===== src/rtl/cla_arbiter.sv =====
// cla_arbiter: round-robin arbiter feeding four requesters' operand pairs through one shared carry-lookahead adder.
module Carry_Look_Ahead_Adder #(
  parameter int WIDTH = 16,
  parameter int GROUP = 4
) (
  input  logic [WIDTH-1:0] a_i,
  input  logic [WIDTH-1:0] b_i,
  input  logic             c_i,
  output logic [WIDTH-1:0] sum_o,
  output logic             c_o
);
  logic [WIDTH-1:0] p, g;
  logic [WIDTH:0] c;
  logic t;
  assign p = a_i ^ b_i;
  assign g = a_i & b_i;
  // Each carry inside a group is expanded from the group carry-in, so only group carries chain.
  always_comb begin
    c = '0;
    t = 1'b0;
    c[0] = c_i;
    for (int k = 0; k < WIDTH; k += GROUP)
      for (int j = 1; j <= GROUP; j++) begin
        t = c[k];
        for (int n = 0; n < j; n++) t = g[k+n] | (p[k+n] & t);
        c[k+j] = t;
      end
  end
  assign sum_o = p ^ c[WIDTH-1:0];
  assign c_o = c[WIDTH];
endmodule

module cla_arbiter #(
  parameter int WIDTH = 16,
  parameter int GROUP = 4
) (
  input  logic               clk,
  input  logic               rst,
  input  logic [3:0]         req_valid,
  input  logic [4*WIDTH-1:0] req_a,
  input  logic [4*WIDTH-1:0] req_b,
  output logic [3:0]         req_ready,
  output logic               rsp_valid,
  input  logic               rsp_ready,
  output logic [1:0]         rsp_id,
  output logic [WIDTH:0]     rsp_sum
);
  typedef enum logic [1:0] {IDLE, ADD, RESP} state_t;
  state_t state_q;
  logic [1:0] last_q, id_q, win_d, rsp_id_q;
  logic found_d, cout_d, rsp_valid_q;
  logic [WIDTH-1:0] a_q, b_q, sum_d;
  logic [WIDTH:0] rsp_sum_q;
  // Search starts just past the last winner and wraps.
  always_comb begin
    win_d = '0;
    found_d = 1'b0;
    for (int k = 1; k <= 4; k++)
      if (!found_d && req_valid[last_q + 2'(k)]) begin
        found_d = 1'b1;
        win_d = last_q + 2'(k);
      end
  end
  assign req_ready = (state_q == IDLE && !rst && found_d) ? 4'b0001 << win_d : 4'b0000;
  Carry_Look_Ahead_Adder #(.WIDTH(WIDTH), .GROUP(GROUP)) u_add (
    .a_i(a_q),
    .b_i(b_q),
    .c_i(1'b0),
    .sum_o(sum_d),
    .c_o(cout_d)
  );
  always_ff @(posedge clk) begin
    if (rst) begin
      state_q <= IDLE;
      last_q <= 2'd3;
      id_q <= '0;
      a_q <= '0;
      b_q <= '0;
      rsp_valid_q <= 1'b0;
      rsp_id_q <= '0;
      rsp_sum_q <= '0;
    end else begin
      case (state_q)
        IDLE: if (found_d) begin
          a_q <= req_a[win_d*WIDTH +: WIDTH];
          b_q <= req_b[win_d*WIDTH +: WIDTH];
          id_q <= win_d;
          last_q <= win_d;
          state_q <= ADD;
        end
        ADD: begin
          rsp_sum_q <= {cout_d, sum_d};
          rsp_id_q <= id_q;
          rsp_valid_q <= 1'b1;
          state_q <= RESP;
        end
        RESP: if (rsp_ready) begin
          rsp_valid_q <= 1'b0;
          state_q <= IDLE;
        end
        default: state_q <= IDLE;
      endcase
    end
  end
  assign rsp_valid = rsp_valid_q;
  assign rsp_id = rsp_id_q;
  assign rsp_sum = rsp_sum_q;
endmodule


===== config.mk =====
export PLATFORM = sky130hd
export DESIGN_NAME = cla_arbiter
export DESIGN_NICKNAME = d
export VERILOG_FILES = /design/src/rtl/cla_arbiter.sv
export SDC_FILE = /design/constraint.sdc
export NUM_CORES = 1
export LEC_CHECK = 0
export CAP_MARGIN = 10
export CORE_UTILIZATION = 60
export CTS_BUF_LIST = sky130_fd_sc_hd__clkbuf_8
export DETAILED_ROUTE_END_ITERATION = 10
export DONT_BUFFER_PORTS = 1
export PLACE_DENSITY = 0.79
export RECOVER_POWER = 50
export SYNTH_ARGS = -nofsm -noshare
export SYNTH_HDL_FRONTEND = slang
export SYNTH_SLANG_ARGS = --single-unit

===== constraint.sdc =====
create_clock -name clk -period 6.8 [get_ports clk]
set_clock_uncertainty 0.15 [all_clocks]
set_input_delay 1.36 -clock clk [delete_from_list [all_inputs] [get_ports clk]]
set_output_delay 1.36 -clock clk [all_outputs]
set_load 0.01 [all_outputs]

==> impl_metrics.env, run 1 <==
export IMPL_yosysWarningCount=0
export IMPL_setup_viol=0
export IMPL_fill_cells=573
export IMPL_ys_ff_latch=58
export IMPL_period_share=0.969
export IMPL_slew_headroom=-0.510
export IMPL_r2r_cells=18
export IMPL_ir_worst_vdd_mv=0.127
export IMPL_hp_class="flip-flop to flip-flop"
export IMPL_num_vias=3461
export IMPL_grt_pass1_wl_microns=17300
export IMPL_crit_start="a_q[0]"
export IMPL_cts_resized=4
export IMPL_cp_arrival_ns=6.71
export IMPL_drt_pass1_iter_count=8
export IMPL_place_inst=483
export IMPL_globalRouteOverflowTotal=0
export IMPL_cap_violations=2
export IMPL_required_ns=6.92
export IMPL_syn_inst=440
export IMPL_holdWs_ns=0.308
export IMPL_clk_pin_slew_ns=0.06
export IMPL_rrSetupSlack_ns=0.21
export IMPL_multi_input_area_sq_um=2660
export IMPL_seq_power_share=0.403
export IMPL_numCtsBuffers=9
export IMPL_combPwrFrac=0.348
export IMPL_syn_avg_cell_area_sq_um=9.30
export IMPL_power_per_cell_area_nw_per_um2=277
export IMPL_total_leakage_power_nw=1.70
export IMPL_p_clk_frac=0.249
export IMPL_synth_top_family_by_area="compound AO/OA/AOI/OAI gates"
export IMPL_routabilityCongestion=0.812
export IMPL_clock_latency_ns=0.34
export IMPL_final_area_sq_um=4190
export IMPL_clockBufferDepth=2
export IMPL_start_kind="flip-flop"
export IMPL_internal_power_w=0.000733
export IMPL_synthArstFlopShare=0
export IMPL_ys_top_cells_by_count="nand2_1 (60), dfxtp_1 (58), mux2i_1 (32), nand2b_1 (31)"
export IMPL_grt_max_degree=61
export IMPL_synth_top_area_frac=0.284
export IMPL_antenna_cells=0
export IMPL_fmax_mhz=152
export IMPL_die_area_sq_um=7150
export IMPL_path_max_fanout=2
export IMPL_die_w_microns=84.6
export IMPL_cts_sinks=58
export IMPL_netlist_area_sq_um=4090
export IMPL_tightestPinTransition_ns=2.26
export IMPL_rsz0062_at_grt="false"
export IMPL_cts_tree="done"
export IMPL_via_per_inst=6.94
export IMPL_cts_root_buf="clkbuf_8"
export IMPL_drt_wirelength_per_cell_microns=21.8
export IMPL_violations="design-rule violations, max-capacitance violations, max-slew violations"
export IMPL_power_switching_w=0.000426
export IMPL_yosys_area_share_simple=0.143
export IMPL_synth_xor_area_frac=0
export IMPL_r2r_end="rsp_sum[15]"
export IMPL_regArea_sq_um=1160
export IMPL_finalHoldViolCount=0
export IMPL_status="complete, but fails checks"
export IMPL_finalMaxSlewViolations=68
export IMPL_seq_area_frac_synth=0.284
export IMPL_port_buffers=0
export IMPL_post_route_util=0.648
export IMPL_placed_cell_area_sq_um=4010
export IMPL_ys_flop_type="dfxtp_1"
export IMPL_synth_top_cell_by_area="dfxtp_1"
export IMPL_route_final_wire_length_microns=10900
export IMPL_grt_total_usage=0.317
export IMPL_synth_cell_type_count=45
export IMPL_synthesis_nets=591
export IMPL_synth_compound_area_frac=0.348
export IMPL_fp_row_count=29
export IMPL_core_area_sq_um=6460
export IMPL_htree_levels=3
export IMPL_synthAdderAreaFrac=0.0765
export IMPL_antenna_found_initial=0
export IMPL_synth_edf_count=0
export IMPL_fp_dieH_microns=84.6
export IMPL_synthMuxAreaShare=0.0783
export IMPL_p_sw_frac=0.368
export IMPL_critical_path_class="flip-flop to flip-flop"
export IMPL_cts_hold_buffers=0
export IMPL_synth_area_top_cells="dfxtp_1 (28%), mux2i_1 (7.8%), o31ai_2 (7.6%)"
export IMPL_route_detailed_drc=5
export IMPL_totalPowerFinal_w=0.00116
export IMPL_drive_gt1_frac=0.152
export IMPL_rr_startpoint="a_q[0]"
export IMPL_endpoint_kind="flip-flop"
export IMPL_initial_utilization=0.633
export IMPL_postCtsSetupBuffers=0
export IMPL_dp_hpwl_microns=7640
export IMPL_final_cells=499
export IMPL_drt_initial_drc_count=267
export IMPL_nNetsFinal=568
export IMPL_fin_crit_ns=6.59
export IMPL_drtAntennaViolNets=0
export IMPL_area_delta_synth_final_pct=2.32
export IMPL_yosysMostFrequentCell="nand2_1"
export IMPL_io_pins=159
export IMPL_critPathCapture="rsp_sum[15]"
export IMPL_grt_pass1_vias=3322
[power groups by stage]
stage	Sequential, W	Combinational, W	Clock [W]
3_3_place_gp	0.000471	0.000385	0
6_report	0.000467	0.000403	0.000289
4_1_cts	0.000467	0.000398	0.000294
5_1_grt	0.000476	0.000447	0.000312
2_1_floorplan	0.000448	0.000343	0
3_5_place_dp	0.000474	0.000393	0
[stage by stage]
| stage | setup slack, ns | setup TNS (ns) |
|---|---|---|
| after floorplan | 0.163 | 0 |
| after global placement | 0.00855 | 0 |
| after detailed placement | -0.159 | -0.159 |
| after CTS | 0.0111 | 0 |
| after global routing | 0.0406 | 0 |
| final | 0.212 | 0 |
[layout make-up]
| class | instances | area share |
|---|---|---|
| Clock buffer | 12 | 0.0394 |
| Clock inverter | 4 | 0.00418 |
| Inverter | 5 | 0.00448 |
| Multi-Input combinational cell | 333 | 0.635 |
| Sequential cell | 58 | 0.277 |
| Tap cell | 77 | 0.0230 |
| Timing Repair Buffer | 10 | 0.0161 |
[cells in the final DEF (no fill, tap or decap), types with 4 or more instances in the layout]
master,n
nand2_1,60
nor2b_1,4
clkbuf_8,12
dfxtp_1,58
inv_1,5
o21ai_0,12
buf_4,8
a21o_1,27
nor2_1,13
a21oi_1,20
o211ai_1,26
fa_2,7
fa_1,8
o22ai_1,5
nand2b_1,31
a221oi_1,5
mux2i_1,32
o31ai_2,25
o2111a_1,27
[sequential cells by signal (all words and copies together) (netlist names)]
signal / flops
b_q: 16
id_q: 2
state_q: 2
last_q: 2
rsp_valid: 1
rsp_sum: 17
rsp_id: 2
a_q: 16
[cells by family (layout without fill, tap and decap cells)]
logic type	after synthesis	after routing
AO/OA/AOI/OAI	165	165
adder cells (fa/ha/maj)	16	16
buffers and inverters	49	31
flip-flops	58	58
multiplexers	32	32
AND/OR/NAND/NOR	120	120
[worst max-delay path, stage by stage, from the launching register on]
cell      delay (ns)
dfxtp_1         0.31
ha_1            0.21
fa_2            0.37
fa_2            0.35
fa_2            0.35
fa_2            0.35
fa_2            0.34
fa_1            0.39
fa_2            0.36
fa_1            0.39
fa_2            0.35
fa_1            0.38
fa_1            0.39
fa_1            0.39
fa_1            0.39
fa_1            0.36
inv_1           0.07
fa_1            0.43
a211oi_2        0.19
[per-layer routing]
layer  vias to the layer above  part of all wire  global-route usage
met1                      1690              0.42               0.397
met2                       168              0.49               0.514
met3                        14             0.084               0.116
met4                         0             0.014              0.0924
met5                         -                 0                   0
li1                       1589                 -                   -
[how the worst min path moves through the flow]
stage                     depth (start not counted)    start        end  slack, ns
after floorplan                                   2  id_q[0]  rsp_id[0]       0.28
after detailed placement                          2  id_q[0]  rsp_id[0]       0.29
after global routing                              2  id_q[0]  rsp_id[0]       0.34
after CTS                                         2  id_q[0]  rsp_id[0]       0.30
after global placement                            2  id_q[0]  rsp_id[0]       0.29
final                                             2  id_q[0]  rsp_id[0]       0.31
No activity file was read; power rests on OpenSTA's default activity.
==> run 2, diff against run 1 <==
Settings changed: ABC_AREA set to 1.
==> impl_metrics.env, run 2 <==
export IMPL_status="complete, but fails checks"
export IMPL_violations="max-capacitance violations, max-slew violations"
export IMPL_die_w_microns=81.9
export IMPL_ys_flop_type="dfxtp_1"
export IMPL_drive_gt1_frac=0.0963
export IMPL_p_clk_frac=0.123
export IMPL_hp_class="flip-flop to flip-flop"
export IMPL_htree_levels=3
export IMPL_routabilityCongestion=0.899
export IMPL_area_delta_synth_final_pct=2.39
export IMPL_slew_headroom=-0.749
export IMPL_ys_top_cells_by_count="nand2_1 (159), nor2_1 (100), nand3_1 (97), dfxtp_1 (58), o21ai_0 (42)"
export IMPL_synth_top_cell_by_area="dfxtp_1"
export IMPL_ys_ff_latch=58
export IMPL_internal_power_w=0.00121
export IMPL_tns_ns=0
export IMPL_required_ns=6.91
export IMPL_endpoint_kind="flip-flop"
export IMPL_seq_power_share=0.235
export IMPL_antenna_found_initial=0
export IMPL_fmax_mhz=153
export IMPL_antenna_cells=0
export IMPL_fin_crit_ns=6.55
export IMPL_r2r_cells=18
export IMPL_dp_hpwl_microns=6970
export IMPL_fp_row_count=28
export IMPL_synth_top_area_frac=0.303
export IMPL_syn_inst=578
export IMPL_port_buffers=0
export IMPL_core_area_sq_um=6030
export IMPL_final_common_cell="nand2_1"
export IMPL_clock_latency_ns=0.33
export IMPL_yosysMostFrequentCell="nand2_1"
export IMPL_cts_hold_buffers=0
export IMPL_netlist_area_sq_um=3830
export IMPL_final_cell_mix="nand2_1 (161), nor2_1 (100), nand3_1 (97)"
export IMPL_critPathTopFamily="adder cells"
export IMPL_initial_utilization=0.635
export IMPL_cpMaxStageDelayCell="fa_1"
export IMPL_crit_chain="ha_1, fa_2, fa_2, fa_1, fa_1, fa_1, fa_1, fa_1, fa_2, fa_1, fa_2, fa_1, fa_2, fa_2, fa_1, inv_1, fa_1, a21oi_1"
export IMPL_fill_cells=584
export IMPL_num_vias=3601
export IMPL_multi_input_area_sq_um=2350
export IMPL_drt_initial_drc_count=166
export IMPL_cp_arrival_ns=6.66
export IMPL_drt_wirelength_per_cell_microns=14.9
export IMPL_start_kind="flip-flop"
export IMPL_finalMaxSlewViolations=183
export IMPL_combPwrFrac=0.642
export IMPL_numCtsBuffers=9
export IMPL_via_per_inst=5.66
export IMPL_place_inst=620
export IMPL_grt_max_degree=70
export IMPL_grt_pass1_vias=3141
export IMPL_cts_root_buf="clkbuf_8"
export IMPL_hold_end="id_q[1]"
export IMPL_r2r_end="rsp_sum[15]"
export IMPL_drtAntennaViolNets=0
export IMPL_rsz0062_at_grt="false"
export IMPL_rr_startpoint="a_q[0]"
export IMPL_synth_area_top_cells="dfxtp_1 (30%), nand2_1 (16%), nand3_1 (13%)"
export IMPL_min_from="id_q[1]"
export IMPL_fp_dieH_microns=81.9
export IMPL_p_sw_frac=0.537
export IMPL_io_pins=159
export IMPL_cts_sinks=58
export IMPL_hold_path_depth=2
export IMPL_critical_path_class="flip-flop to flip-flop"
export IMPL_die_area_sq_um=6700
export IMPL_nNetsFinal=707
export IMPL_clockBufferDepth=2
export IMPL_finalHoldViolCount=0
export IMPL_synth_edf_count=0
export IMPL_power_switching_w=0.00140
export IMPL_grt_pass1_wl_microns=14600
export IMPL_synthArstFlopShare=0
export IMPL_worst_path_most_repeated_cell="fa_1"
export IMPL_period_share=0.964
export IMPL_final_cells=636
export IMPL_yosysWarningCount=0
export IMPL_crit_path_max_incr_delay_ns=0.41
export IMPL_total_leakage_power_nw=1.83
export IMPL_seq_area_frac_synth=0.303
export IMPL_syn_avg_cell_area_sq_um=6.62
export IMPL_tightestPinTransition_ns=2.62
export IMPL_largest_register_ffs=17
export IMPL_setup_viol=0
export IMPL_globalRouteOverflowTotal=0
export IMPL_drt_pass1_iter_count=5
export IMPL_path_max_fanout=2
export IMPL_ir_worst_vdd_mv=0.458
export IMPL_synth_cell_type_count=28
export IMPL_clk_pin_slew_ns=0.06
export IMPL_route_final_wire_length_microns=9470
export IMPL_regArea_sq_um=1160
export IMPL_synthesis_nets=729
export IMPL_path_buf_inv=1
export IMPL_rrSetupSlack_ns=0.25
export IMPL_power_per_cell_area_nw_per_um2=667
export IMPL_grt_total_usage=0.290
export IMPL_route_detailed_drc=0
export IMPL_cts_tree="done"
export IMPL_cap_violations=3
-- run 2: metrics by stage --
step                      area (sq um)  total power (W)  setup slack [ns]  hold slack (ns)  utilization
after floorplan                   3830          0.00204             0.242            0.292            -
after global placement            3720          0.00221             0.122            0.299        0.618
after detailed placement          3720          0.00225            0.0278            0.311        0.618
after CTS                         3930          0.00258            0.0250            0.321        0.652
after global routing              3920          0.00289            0.0372            0.370        0.650
final                             3920          0.00261             0.246            0.324        0.650
-- run 2: timing repair --
item                       4_1_cts  5_1_grt
setup endpoints to repair        1        1
gates resized for setup          1        5
pin swaps                        0        0
buffers inserted                 0        0
-- run 2: final cells by class --
class,count,area share
multi-input cells,460,0.600
flip-flops and latches,58,0.296
clock buffers,11,0.0386
inverters,25,0.0259
well taps,75,0.0240
clock inverters,5,0.0134
repair buffers,2,0.00192
-- run 2: logic make-up after synthesis --
family          Yosys count  share of synthesized area
flops                    58                      0.303
fa+ha+maj                16                     0.0818
simple gates            392                      0.462
compound gates           52                     0.0710
buf+inv                  60                     0.0814
-- run 2: worst max path at each step --
stage	from	end	cells past startpoint
after detailed placement	a_q[0]	rsp_sum[15]	18
after global routing	req_valid[2]	req_ready[1]	11
after floorplan	a_q[0]	rsp_sum[15]	18
final	a_q[0]	rsp_sum[15]	18
after global placement	a_q[0]	rsp_sum[15]	18
after CTS	a_q[0]	rsp_sum[15]	18
-- run 2: per-layer routing --
| layer | share of wire | up-vias | track usage |
|---|---|---|---|
| li1 | - | 1814 | - |
| met1 | 0.45 | 1626 | 0.395 |
| met2 | 0.45 | 152 | 0.436 |
| met3 | 0.080 | 9 | 0.0789 |
| met4 | 0.012 | 0 | 0.102 |
| met5 | 0 | - | 0 |
-- run 2: worst register-to-register path, cell delays in order, from the launching register on --
cell and delay (ns):
dfxtp_1 0.33, ha_1 0.23, fa_2 0.35, fa_2 0.35, fa_1 0.39, fa_1 0.38
fa_1 0.39, fa_1 0.39, fa_1 0.39, fa_2 0.35, fa_1 0.38, fa_2 0.35
fa_1 0.39, fa_2 0.35, fa_2 0.34, fa_1 0.36, inv_1 0.07, fa_1 0.41
a21oi_1 0.13
-- run 2: power groups by stage --
| stage | registers, W | logic, W | clock network (W) |
|---|---|---|---|
| 2_1_floorplan | 0.000584 | 0.00145 | 0 |
| 3_3_place_gp | 0.000616 | 0.00160 | 0 |
| 3_5_place_dp | 0.000621 | 0.00163 | 0 |
| 4_1_cts | 0.000615 | 0.00164 | 0.000323 |
| 5_1_grt | 0.000638 | 0.00191 | 0.000342 |
| 6_report | 0.000615 | 0.00168 | 0.000321 |
